**src/rtl/router_fifo_if.sv**
```systemverilog
// rtl/router_fifo_if.sv - write/read handshake bundle between router FSM, register stage, destination and output FIFO
interface router_fifo_if #(
    parameter int WIDTH = 8
);
    logic             soft_reset;
    logic             write_enb;
    logic             read_enb;
    logic             lfd_state;
    logic [WIDTH-1:0] data_in;
    logic [WIDTH-1:0] data_out;
    logic             full;
    logic             empty;
    logic             pkt_done;

    modport master (
        output soft_reset, write_enb, read_enb, lfd_state, data_in,
        input  data_out, full, empty, pkt_done
    );

    modport slave (
        input  soft_reset, write_enb, read_enb, lfd_state, data_in,
        output data_out, full, empty, pkt_done
    );
endinterface

```
**src/rtl/router_fifo.sv**
```systemverilog
// rtl/router_fifo.sv - per-port output FIFO of the 1x3 router with header-flagged entries and packet-done pulse
module router_fifo #(
    parameter int DEPTH = 16,
    parameter int WIDTH = 8,
    parameter int AW    = 4
) (
    input  logic           clk,
    input  logic           rstn,
    router_fifo_if.slave   bus
);
    localparam int CW = WIDTH - 2;

    logic [WIDTH:0]   mem [DEPTH];
    logic [AW:0]      wr_ptr_q, wr_ptr_d;
    logic [AW:0]      rd_ptr_q, rd_ptr_d;
    logic [CW-1:0]    pkt_cnt_q, pkt_cnt_d;
    logic [WIDTH-1:0] data_out_q, data_out_d;
    logic             pkt_done_q, pkt_done_d;
    logic             full_w, empty_w;
    logic             wr_fire, rd_fire;
    logic [WIDTH:0]   rd_entry;

    assign empty_w  = (wr_ptr_q == rd_ptr_q);
    assign full_w   = (wr_ptr_q[AW] != rd_ptr_q[AW]) &&
                      (wr_ptr_q[AW-1:0] == rd_ptr_q[AW-1:0]);
    assign wr_fire  = bus.write_enb && !full_w && !bus.soft_reset;
    assign rd_fire  = bus.read_enb && !empty_w && !bus.soft_reset;
    assign rd_entry = mem[rd_ptr_q[AW-1:0]];

    always_comb begin
        wr_ptr_d   = wr_ptr_q;
        rd_ptr_d   = rd_ptr_q;
        pkt_cnt_d  = pkt_cnt_q;
        data_out_d = data_out_q;
        pkt_done_d = 1'b0;
        if (bus.soft_reset) begin
            wr_ptr_d   = '0;
            rd_ptr_d   = '0;
            pkt_cnt_d  = '0;
            data_out_d = '0;
        end else begin
            if (wr_fire) begin
                wr_ptr_d = wr_ptr_q + 1'b1;
            end
            if (rd_fire) begin
                rd_ptr_d   = rd_ptr_q + 1'b1;
                data_out_d = rd_entry[WIDTH-1:0];
                // Header length field counts payload only; +1 accounts for the parity byte
                if (rd_entry[WIDTH]) begin
                    pkt_cnt_d = rd_entry[WIDTH-1:2] + 1'b1;
                end else if (pkt_cnt_q != '0) begin
                    pkt_cnt_d  = pkt_cnt_q - 1'b1;
                    pkt_done_d = (pkt_cnt_q == {{(CW-1){1'b0}}, 1'b1});
                end
            end
        end
    end

    always_ff @(posedge clk) begin
        if (!rstn) begin
            wr_ptr_q   <= '0;
            rd_ptr_q   <= '0;
            pkt_cnt_q  <= '0;
            data_out_q <= '0;
            pkt_done_q <= 1'b0;
        end else begin
            wr_ptr_q   <= wr_ptr_d;
            rd_ptr_q   <= rd_ptr_d;
            pkt_cnt_q  <= pkt_cnt_d;
            data_out_q <= data_out_d;
            pkt_done_q <= pkt_done_d;
        end
    end

    // Storage is left unreset; only pointers define valid contents
    always_ff @(posedge clk) begin
        if (rstn && wr_fire) begin
            mem[wr_ptr_q[AW-1:0]] <= {bus.lfd_state, bus.data_in};
        end
    end

    assign bus.data_out = data_out_q;
    assign bus.pkt_done = pkt_done_q;
    assign bus.full     = full_w;
    assign bus.empty    = empty_w;
endmodule

```
**src/flat_wrapper.sv**
```systemverilog
// flat-port wrapper written by rule: the top's interface ports become plain ports
module router_fifo_flat 
#(
    parameter int DEPTH = 16,
    parameter int WIDTH = 8,
    parameter int AW    = 4
)
  (clk, rstn, bus_soft_reset, bus_write_enb, bus_read_enb, bus_lfd_state, bus_data_in, bus_data_out, bus_full, bus_empty, bus_pkt_done);
  router_fifo_if #(.WIDTH(WIDTH)) bus_i ();
  input  logic clk;
  input  logic rstn;
  input wire logic [$bits(bus_i.soft_reset)-1:0] bus_soft_reset;
  input wire logic [$bits(bus_i.write_enb)-1:0] bus_write_enb;
  input wire logic [$bits(bus_i.read_enb)-1:0] bus_read_enb;
  input wire logic [$bits(bus_i.lfd_state)-1:0] bus_lfd_state;
  input wire logic [$bits(bus_i.data_in)-1:0] bus_data_in;
  output wire logic [$bits(bus_i.data_out)-1:0] bus_data_out;
  output wire logic [$bits(bus_i.full)-1:0] bus_full;
  output wire logic [$bits(bus_i.empty)-1:0] bus_empty;
  output wire logic [$bits(bus_i.pkt_done)-1:0] bus_pkt_done;
  assign bus_i.soft_reset = bus_soft_reset;
  assign bus_i.write_enb = bus_write_enb;
  assign bus_i.read_enb = bus_read_enb;
  assign bus_i.lfd_state = bus_lfd_state;
  assign bus_i.data_in = bus_data_in;
  assign bus_data_out = bus_i.data_out;
  assign bus_full = bus_i.full;
  assign bus_empty = bus_i.empty;
  assign bus_pkt_done = bus_i.pkt_done;
  router_fifo #(.DEPTH(DEPTH), .WIDTH(WIDTH), .AW(AW)) u_core (.clk(clk), .rstn(rstn), .bus(bus_i));
endmodule
```
**config.mk**
```make
export PLATFORM = sky130hd
export DESIGN_NAME = router_fifo_flat
export DESIGN_NICKNAME = d
export VERILOG_FILES = /design/src/rtl/router_fifo_if.sv /design/src/rtl/router_fifo.sv /design/src/flat_wrapper.sv
export SDC_FILE = /design/constraint.sdc
export NUM_CORES = 1
export LEC_CHECK = 0
export ABC_AREA = 1
export CAP_MARGIN = 40
export CORE_ASPECT_RATIO = 1.1
export CORE_MARGIN = 2
export CORE_UTILIZATION = 40
export CTS_CLUSTER_SIZE = 20
export DETAILED_ROUTE_END_ITERATION = 8
export GPL_TIMING_DRIVEN = 0
export PLACE_DENSITY_LB_ADDON = 0.2
export REMOVE_ABC_BUFFERS = 1
export SETUP_SLACK_MARGIN = 0.5
export SLEW_MARGIN = 20
export SYNTH_ARGS = -nofsm -noshare
export SYNTH_HDL_FRONTEND = slang
export SYNTH_SLANG_ARGS = --single-unit
```
**constraint.sdc**
```tcl
create_clock -name clk -period 5.3 [get_ports clk]
set_input_delay 1.06 -clock clk [delete_from_list [all_inputs] [get_ports clk]]
set_output_delay 1.06 -clock clk [all_outputs]
set_load 0.1 [all_outputs]
```
==> results of run 1 <==
[worst max-delay path by stage]
| stage | cells past startpoint | startpoint | end |
|---|---|---|---|
| floorplan | 13 | register | u_core.pkt_cnt_q[2] |
| finish | 7 | bus_soft_reset | u_core.mem[0][5] |
| global route | 7 | bus_soft_reset | u_core.mem[8][3] |
| detailed placement | 7 | bus_soft_reset | u_core.mem[1][4] |
| global placement | 6 | bus_soft_reset | u_core.mem[9][3] |
| CTS | 7 | bus_soft_reset | u_core.mem[1][8] |
[worst max-delay path, stage by stage]
cell	delay, ns
clkdlybuf4s50_1	0.46
nor2_2	0.61
inv_1	0.30
nor2_1	0.30
nand2_1	0.18
nor2_1	0.41
buf_4	0.26
[cell families after synthesis]
group,after synthesis,share of synthesized area (%)
fa+ha+maj,8,1.35
flops,173,66.4
compound gates,106,8.21
simple gates,286,16.1
buf+inv,103,6.42
xor+xnor,13,1.54
[Yosys cell counts]
library cell  count
nor2_1           66
inv_1            68
nand3_2           1
nor2_2            1
nor3_1            4
buf_1             1
o21ai_0          47
or2_1             1
ha_1              8
o22ai_1           3
buf_6             5
a21oi_1          23
edfxtp_1        144
dfxtp_1          29
o21ai_1           4
o21bai_1          1
xor2_1            6
a31oi_1           5
clkbuf_1          3
clkinv_1          2
o211ai_1         18
nand2_1         143
xnor2_1           7
inv_2             1
buf_2            15
nand3_1          60
or2_2             1
nand4_1           2
nor4_1            1
inv_6             1
buf_4             7
nand2_2           6
o221ai_1          5
[report_power, final]
group / leakage (nW) / switching (mW) / total [mW] / internal (mW)
sequential: 1.53 / 0.00446 / 1.48 / 1.48
combinational: 1.41 / 0.0750 / 0.111 / 0.0361
clock: 0.308 / 0.475 / 1.24 / 0.767
total: 3.25 / 0.554 / 2.83 / 2.28
[sequential cells by signal (all words and copies together), names as in the netlist, named ones only]
signal,flops
u_core.pkt_cnt_q,6
u_core.wr_ptr_q,5
u_core.bus.data_out,8
u_core.rd_ptr_q,5
u_core.mem,144
u_core.bus.pkt_done,1
[cell type report]
cell class,count,area [sq um],area share [%]
sequential,173,4910,56.2
multi-input combinational,413,2010,23.1
inverter,72,275,3.15
timing repair buffer,55,616,7.05
tap,243,304,3.48
clock buffer,30,602,6.89
clock inverter,2,11.3,0.129
[per-layer routing]
| layer | wire length, um | vias to the layer above |
|---|---|---|
| li1 | - | 2434 |
| met1 | 6950 | 2435 |
| met2 | 8230 | 102 |
| met3 | 663 | 18 |
| met4 | 275 | 0 |
| met5 | 0 | - |
==> results.sh, run 1 <==
export IMPL_status="finished clean"
export IMPL_setup_slack_ns=1.85
export IMPL_drtIter0Drc=392
export IMPL_final_antenna_net_count=0
export IMPL_rsz0062_at_grt="false"
export IMPL_final_util_pct=47.8
export IMPL_io_buffers=24
export IMPL_hpwl_mm=10.5
export IMPL_reg2regPathDepth=9
export IMPL_yosys_top_cells_area="edfxtp_1 59%, dfxtp_1 7.9%, nand2_1 7.3%"
export IMPL_grt_pass1_wl_mm=25.7
export IMPL_hold_viol_final=0
export IMPL_hold_buffers=0
export IMPL_grt_max_degree=65
export IMPL_viasPerCell=5.05
export IMPL_worst_slew_pin_slew_ns=0.741
export IMPL_gp_congestion=0.771
export IMPL_place_area_sq_um=8110
export IMPL_die_h_um=147
export IMPL_pre_cts_ws_ns=1.34
export IMPL_crit_path_start_kind="primary input"
export IMPL_power_density_nw_per_um2=325
export IMPL_use_met1_pct=21.4
export IMPL_hold_ws_ns=0.474
export IMPL_fillCellCount=1631
export IMPL_syn_cell_area_sq_um=7390
export IMPL_drtPass1Iterations=4
export IMPL_num_antenna_cells=0
export IMPL_syn_mean_instance_area_sq_um=10.7
export IMPL_yosysWarnings=0
export IMPL_crit_arrival_ns=3.58
export IMPL_vias=4989
export IMPL_r2r_end="u_core.pkt_cnt_q[4]"
export IMPL_crit_type="primary input to register"
export IMPL_grt_overflow=0
export IMPL_cts_tree="yes"
export IMPL_start_util_pct=40.4
export IMPL_min_to="u_core.pkt_cnt_q[1]"
export IMPL_syn_inst=689
export IMPL_yosysTopAreaCell="edfxtp_1"
export IMPL_holdPathStages=2
export IMPL_num_rows=52
export IMPL_path_clk_slew_ns=0.06
export IMPL_grt_pass1_vias=4913
export IMPL_maxCapViolCount=0
export IMPL_finalSetupViolations=0
export IMPL_cts_setup_buffers=0
export IMPL_p_total_mw=2.83
export IMPL_synth_seq_cells=173
export IMPL_cts_buffers=17
export IMPL_cp_max_fo=21
export IMPL_clk_latency_ns=0.42
export IMPL_fmax_mhz=290
export IMPL_layout_common_cells="144 x edfxtp_1, 143 x nand2_1, 67 x inv_1, 65 x nor2_1, 60 x nand3_1"
export IMPL_core_sq_um=18300
export IMPL_layout_drive_gt1_share_pct=10.1
export IMPL_areaGrowthSynthToFinish_pct=18.2
export IMPL_ir_drop_mv=0.219
export IMPL_cts_sinks=173
export IMPL_layout_commonest_cell="edfxtp_1"
export IMPL_die_w_um=134
export IMPL_clockBufferDepth=2
export IMPL_instances_no_fill=988
export IMPL_p_leak_nw=3.25
export IMPL_max_slew_margin_rel_pct=50.5
export IMPL_hp_class="register to register"
export IMPL_wl_per_cell_um=16.3
export IMPL_grt_use_total_pct=17.2
export IMPL_slew_viol_final=0
export IMPL_dieArea_sq_um=19600
export IMPL_ff2ff_setup_slack_ns=2.46
export IMPL_dp_cells=955
export IMPL_busiest_layer="met2"
export IMPL_min_delay_start="u_core.pkt_cnt_q[1]"
export IMPL_h_tree_depth=4
export IMPL_root_buffer="clkbuf_16"
export IMPL_synth_distinct_cells=33
export IMPL_grtUsageMet3_pct=3.13
export IMPL_final_period_utilization_pct=65.1
export IMPL_synth_top_area_share_pct=58.5
export IMPL_setup_tns_ns=0
export IMPL_wirelength_mm=16.1
export IMPL_layout_nets=754
export IMPL_ioPinCount=25
export IMPL_drc=0
export IMPL_min_period_ns=3.45
export IMPL_cts_resized=0
export IMPL_cp_end_kind="register"
export IMPL_skew_ns=0.00748
export IMPL_fin_area_sq_um=8730
export IMPL_ys_seq_area_share_pct=66.4
export IMPL_antenna_found_initial=0
export IMPL_met2_usage_pct=30.0
export IMPL_worstPathRequired_ns=5.43
Power figures use the tool's default switching activity.
==> run 2: changes to the inputs <==
Clock period 5.3 ns to 3.1 ns, I/O delays scaled along.
==> run 2 against run 1 <==
Against the previous run: sequential power grew 71%; via count grew 0.68%; critical path type is now register to register; combinational power grew 78%.
==> results.sh, run 2 (synthesized netlist as in run 1, its figures left out) <==
export IMPL_layout_common_cells="144 x edfxtp_1, 143 x nand2_1, 67 x inv_1, 60 x nand3_1, 58 x nor2_1"
export IMPL_areaGrowthSynthToFinish_pct=19.3
export IMPL_drtPass1Iterations=4
export IMPL_rsz0062_at_grt="false"
export IMPL_fmax_mhz=418
export IMPL_root_buffer="clkbuf_16"
export IMPL_p_leak_nw=3.27
export IMPL_clockBufferDepth=2
export IMPL_viasPerCell=5.07
export IMPL_num_rows=52
export IMPL_dieArea_sq_um=19600
export IMPL_num_antenna_cells=0
export IMPL_grt_use_total_pct=17.5
export IMPL_hpwl_mm=10.5
export IMPL_hp_class="register to register"
export IMPL_hold_ws_ns=0.474
export IMPL_die_h_um=147
export IMPL_largest_reg_flops=144
export IMPL_die_w_um=134
export IMPL_drc=0
export IMPL_wirelength_mm=16.5
export IMPL_dp_cells=955
export IMPL_layout_commonest_cell="edfxtp_1"
export IMPL_pre_cts_ws_ns=-0.418
export IMPL_maxCapViolCount=0
export IMPL_io_buffers=24
export IMPL_wl_per_cell_um=16.7
export IMPL_ioPinCount=25
export IMPL_cp_end_kind="register"
export IMPL_antenna_found_initial=0
export IMPL_worst_slew_pin_slew_ns=0.663
export IMPL_cts_tree="yes"
export IMPL_holdPathStages=2
export IMPL_grt_pass1_wl_mm=25.9
export IMPL_final_antenna_net_count=0
export IMPL_min_to="u_core.pkt_cnt_q[1]"
export IMPL_drtIter0Drc=374
export IMPL_crit_arrival_ns=2.71
export IMPL_skew_ns=0.00627
export IMPL_ir_drop_mv=0.374
export IMPL_grt_pass1_vias=4922
export IMPL_slew_viol_final=0
export IMPL_regArea_sq_um=4920
export IMPL_cp_max_fo=10
export IMPL_cts_buffers=17
export IMPL_layout_drive_gt1_share_pct=12.7
export IMPL_start_util_pct=40.4
export IMPL_final_util_pct=48.2
export IMPL_ff2ff_setup_slack_ns=0.71
export IMPL_cts_sinks=173
export IMPL_h_tree_depth=4
export IMPL_hold_viol_final=0
export IMPL_min_delay_start="u_core.pkt_cnt_q[1]"
export IMPL_gp_congestion=0.771
export IMPL_instances_no_fill=990
export IMPL_path_clk_slew_ns=0.06
export IMPL_fin_area_sq_um=8820
export IMPL_hold_buffers=0
export IMPL_layout_nets=756
export IMPL_min_period_ns=2.39
export IMPL_r2r_end="u_core.pkt_cnt_q[2]"
export IMPL_status="finished clean"
export IMPL_crit_path_start_kind="register"
export IMPL_final_period_utilization_pct=77.2
export IMPL_clk_latency_ns=0.42
export IMPL_multi_input_area_sq_um=2050
export IMPL_power_density_nw_per_um2=550
export IMPL_crit_type="register to register"
export IMPL_setup_slack_ns=0.706
export IMPL_place_area_sq_um=8110
export IMPL_grt_overflow=0
export IMPL_vias=5023
export IMPL_grt_max_degree=65
export IMPL_core_sq_um=18300
export IMPL_fillCellCount=1624
export IMPL_finalSetupViolations=0
export IMPL_max_slew_margin_rel_pct=55.7
export IMPL_worstPathRequired_ns=3.42
export IMPL_reg2regPathDepth=9
==> run 2: cell count changes in the layout (fill, tap and decap cells not counted), moves of 6 or more <==
cell	change
dfxtp_1	-7
nor2_1	-7
nor2_2	+7
dfxtp_2	+6
==> run 2: how the worst max path moves through the flow <==
stage | cells past startpoint | to | slack [ns]
floorplan | 13 | u_core.pkt_cnt_q[2] | 0.02
global placement | 13 | u_core.pkt_cnt_q[2] | -1.49
detailed placement | 7 | u_core.mem[1][4] | -0.42
CTS | 7 | u_core.mem[4][8] | 0.51
global route | 14 | u_core.pkt_cnt_q[2] | 0.54
finish | 9 | u_core.pkt_cnt_q[2] | 0.71
==> run 2: routing by layer <==
metal | track usage (%) | wire length [um] | vias up
li1 | - | - | 2444
met1 | 21.8 | 7020 | 2442
met2 | 30.1 | 8490 | 114
met3 | 3.13 | 693 | 23
met4 | 6.70 | 313 | 0
met5 | 0 | 0 | -
==> run 2: through the flow <==
stage	power, mW	TNS (ns)
final	4.85	0
after global routing	5.00	0
after CTS	4.88	0
after detailed placement	2.77	-32.63
after global placement	2.75	-161.46
after floorplan	2.68	0
==> run 2: where the power goes <==
| part | total, mW | internal [mW] | switching (mW) |
|---|---|---|---|
| clock | 2.12 | 1.31 | 0.811 |
| sequential | 2.53 | 2.52 | 0.00816 |
| combinational | 0.198 | 0.0653 | 0.133 |
| total | 4.85 | 3.90 | 0.952 |
==> run 2: final cells by class <==
type / instances / area share [%]
Clock buffer: 30 / 6.83
Clock inverter: 2 / 0.128
Inverter: 72 / 3.21
Multi-Input combinational cell: 414 / 23.2
Sequential cell: 173 / 55.8
Tap cell: 243 / 3.45
Timing Repair Buffer: 56 / 7.32
==> run 2: worst max-delay path: stages (launching register included) <==
cell and delay, ns:
dfxtp_1 0.66, clkinv_1 0.49, nand3_1 0.30, nand2_2 0.14, ha_1 0.25, xor2_1 0.16
nand2_1 0.08, o211ai_1 0.09, nand2_1 0.06, inv_1 0.04
==> run 2: what timing repair did <==
item | in CTS | in global routing
pin swaps | 1 | 1
endpoints found under the hold margin | 0 | 0
cloned | 1 | 1
buffers inserted | 0 | 2
endpoints found under the setup margin | 150 | 91
resized for setup | 20 | 4
==> run 3: changes to the inputs <==
Clock period 3.1 ns to 2.4 ns, I/O delays scaled along.
==> run 3 against run 2 <==
Against the previous run: count of clock-buffer cells in the layout did not move; critical path depth down 4; total power rose by 32%; clock skew rose by 0.0027 ns; global-route usage rose by 2.2 points; core utilization rose by 8.2 points; flip-flop and latch count unchanged; sequential share of layout area fell by 8.0 points; die area stayed put; first-iteration DRC count increased by 28%; routed wire length is 24% higher; cell count rose by 6.9%.
==> results.sh, run 3 (synthesized netlist as in run 1, its figures left out) <==
export IMPL_grt_pass1_vias=5256
export IMPL_final_antenna_net_count=0
export IMPL_h_tree_depth=4
export IMPL_clk_latency_ns=0.42
export IMPL_grt_overflow=0
export IMPL_hold_ws_ns=0.480
export IMPL_path_cells="xnor2_1 -> nand4_1 -> or2_1 -> inv_2 -> buf_12"
export IMPL_worst_slew_pin_slew_ns=0.623
export IMPL_crit_type="register to output port"
export IMPL_drc=0
export IMPL_layout_commonest_cell="edfxtp_1"
export IMPL_maxCapViolCount=0
export IMPL_max_slew_margin_rel_pct=58.3
export IMPL_cts_tree="yes"
export IMPL_r2r_end="u_core.mem[0][5]"
export IMPL_viasPerCell=5.30
export IMPL_ir_drop_mv=0.490
export IMPL_cts_sinks=173
export IMPL_finalSetupViolations=0
export IMPL_wl_per_cell_um=19.4
export IMPL_gp_congestion=0.771
export IMPL_rsz0062_at_grt="true"
export IMPL_areaGrowthSynthToFinish_pct=39.6
export IMPL_largest_reg_flops=144
export IMPL_drtIter0Drc=477
export IMPL_num_rows=52
export IMPL_path_delay_family="simple AND/OR/NAND/NOR gates"
export IMPL_hp_class="register to register"
export IMPL_setup_slack_ns=0.270
export IMPL_worstPathRequired_ns=1.92
export IMPL_min_delay_start="u_core.pkt_cnt_q[1]"
export IMPL_p_leak_nw=3.87
export IMPL_place_area_sq_um=8110
export IMPL_grt_max_degree=35
export IMPL_setup_tns_ns=0
export IMPL_pre_cts_ws_ns=-0.978
export IMPL_skew_ns=0.00893
export IMPL_final_util_pct=56.4
export IMPL_die_w_um=134
export IMPL_min_to="u_core.pkt_cnt_q[1]"
export IMPL_slew_viol_final=0
export IMPL_drtPass1Iterations=5
export IMPL_io_buffers=24
export IMPL_ioPinCount=25
export IMPL_cp_num_buf_inv=2
export IMPL_fillCellCount=1432
export IMPL_dp_cells=955
export IMPL_root_buffer="clkbuf_16"
export IMPL_num_antenna_cells=0
export IMPL_final_period_utilization_pct=88.7
export IMPL_p_total_mw=6.42
export IMPL_dieArea_sq_um=19600
export IMPL_fmax_mhz=470
export IMPL_vias=5603
export IMPL_r2r_start="u_core.rd_ptr_q[1]"
export IMPL_crit_path_start_kind="register"
export IMPL_power_density_nw_per_um2=623
export IMPL_ff2ff_setup_slack_ns=0.37
export IMPL_start_util_pct=40.4
export IMPL_hpwl_mm=10.5
export IMPL_cp_max_fo=4
export IMPL_layout_nets=824
export IMPL_layout_common_cells="144 x edfxtp_1, 117 x nand2_1, 62 x inv_1, 46 x nor2_1, 39 x buf_4"
export IMPL_fin_area_sq_um=10300
export IMPL_critPathMaxStageDelay_ns=0.35
export IMPL_crit_arrival_ns=1.65
export IMPL_status="finished clean"
export IMPL_cts_buffers=17
export IMPL_grt_pass1_wl_mm=28.7
export IMPL_wirelength_mm=20.5
export IMPL_layout_drive_gt1_share_pct=31.7
export IMPL_clockBufferDepth=2
export IMPL_cp_end_kind="output port"
export IMPL_worst_path_max_delay_cell="dfxtp_2"
export IMPL_antenna_found_initial=0
export IMPL_die_h_um=147
export IMPL_core_sq_um=18300
export IMPL_path_clk_slew_ns=0.06
export IMPL_reg2regPathDepth=10
export IMPL_hold_viol_final=0
export IMPL_grt_use_total_pct=19.7
export IMPL_min_period_ns=2.13
export IMPL_instances_no_fill=1058
export IMPL_holdPathStages=2
==> run 3: report_power, final <==
group,switching [mW],total [mW],internal (mW)
clock,1.07,2.76,1.70
combinational,0.245,0.396,0.152
sequential,0.00908,3.26,3.26
total,1.32,6.42,5.10
==> run 3: final cells by class <==
cell class	count	area, sq um	share of cell area [%]
flip-flops and latches	173	4940	47.8
multi-input cells	417	2680	26.0
repair buffers	116	1380	13.4
clock buffers	30	602	5.83
inverters	72	315	3.06
well taps	243	304	2.95
repair inverters	5	85.1	0.825
clock inverters	2	11.3	0.109
==> run 3: timing repair <==
| item | in CTS | in global routing |
|---|---|---|
| resized for setup | 112 | 137 |
| setup buffers | 24 | 35 |
| hold buffers | 0 | 0 |
| setup endpoints to repair | 177 | 152 |
| cloned | 6 | 8 |
| pin swaps | 15 | 51 |
==> run 3: worst max-delay path by stage <==
stage,end,slack [ns],from,depth (start not counted)
2_1_floorplan,u_core.pkt_cnt_q[2],-0.68,register,13
3_3_place_gp,u_core.pkt_cnt_q[2],-2.19,register,13
3_5_place_dp,u_core.mem[1][4],-0.98,bus_soft_reset,7
4_1_cts,bus_empty,0.34,u_core.rd_ptr_q[1],5
5_1_grt,bus_empty,0.21,u_core.wr_ptr_q[3],5
6_report,bus_empty,0.27,u_core.wr_ptr_q[3],5
==> run 3: worst register-to-register path, cell delays in order (launching register included) <==
cell and delay, ns:
dfxtp_4 0.37, xnor2_4 0.15, nand4_1 0.13, or2_4 0.15, buf_6 0.10, nand2_4 0.06
nor2_4 0.15, buf_12 0.16, nand2_8 0.08, nor2_4 0.22, buf_6 0.17
==> run 3: metal layers <==
| metal | track usage (%) | up-vias | wire length, um |
|---|---|---|---|
| met5 | 0 | - | 0 |
| met3 | 3.44 | 35 | 910 |
| met4 | 8.94 | 0 | 571 |
| met2 | 33.8 | 181 | 10600 |
| li1 | - | 2601 | - |
| met1 | 24.1 | 2786 | 8450 |
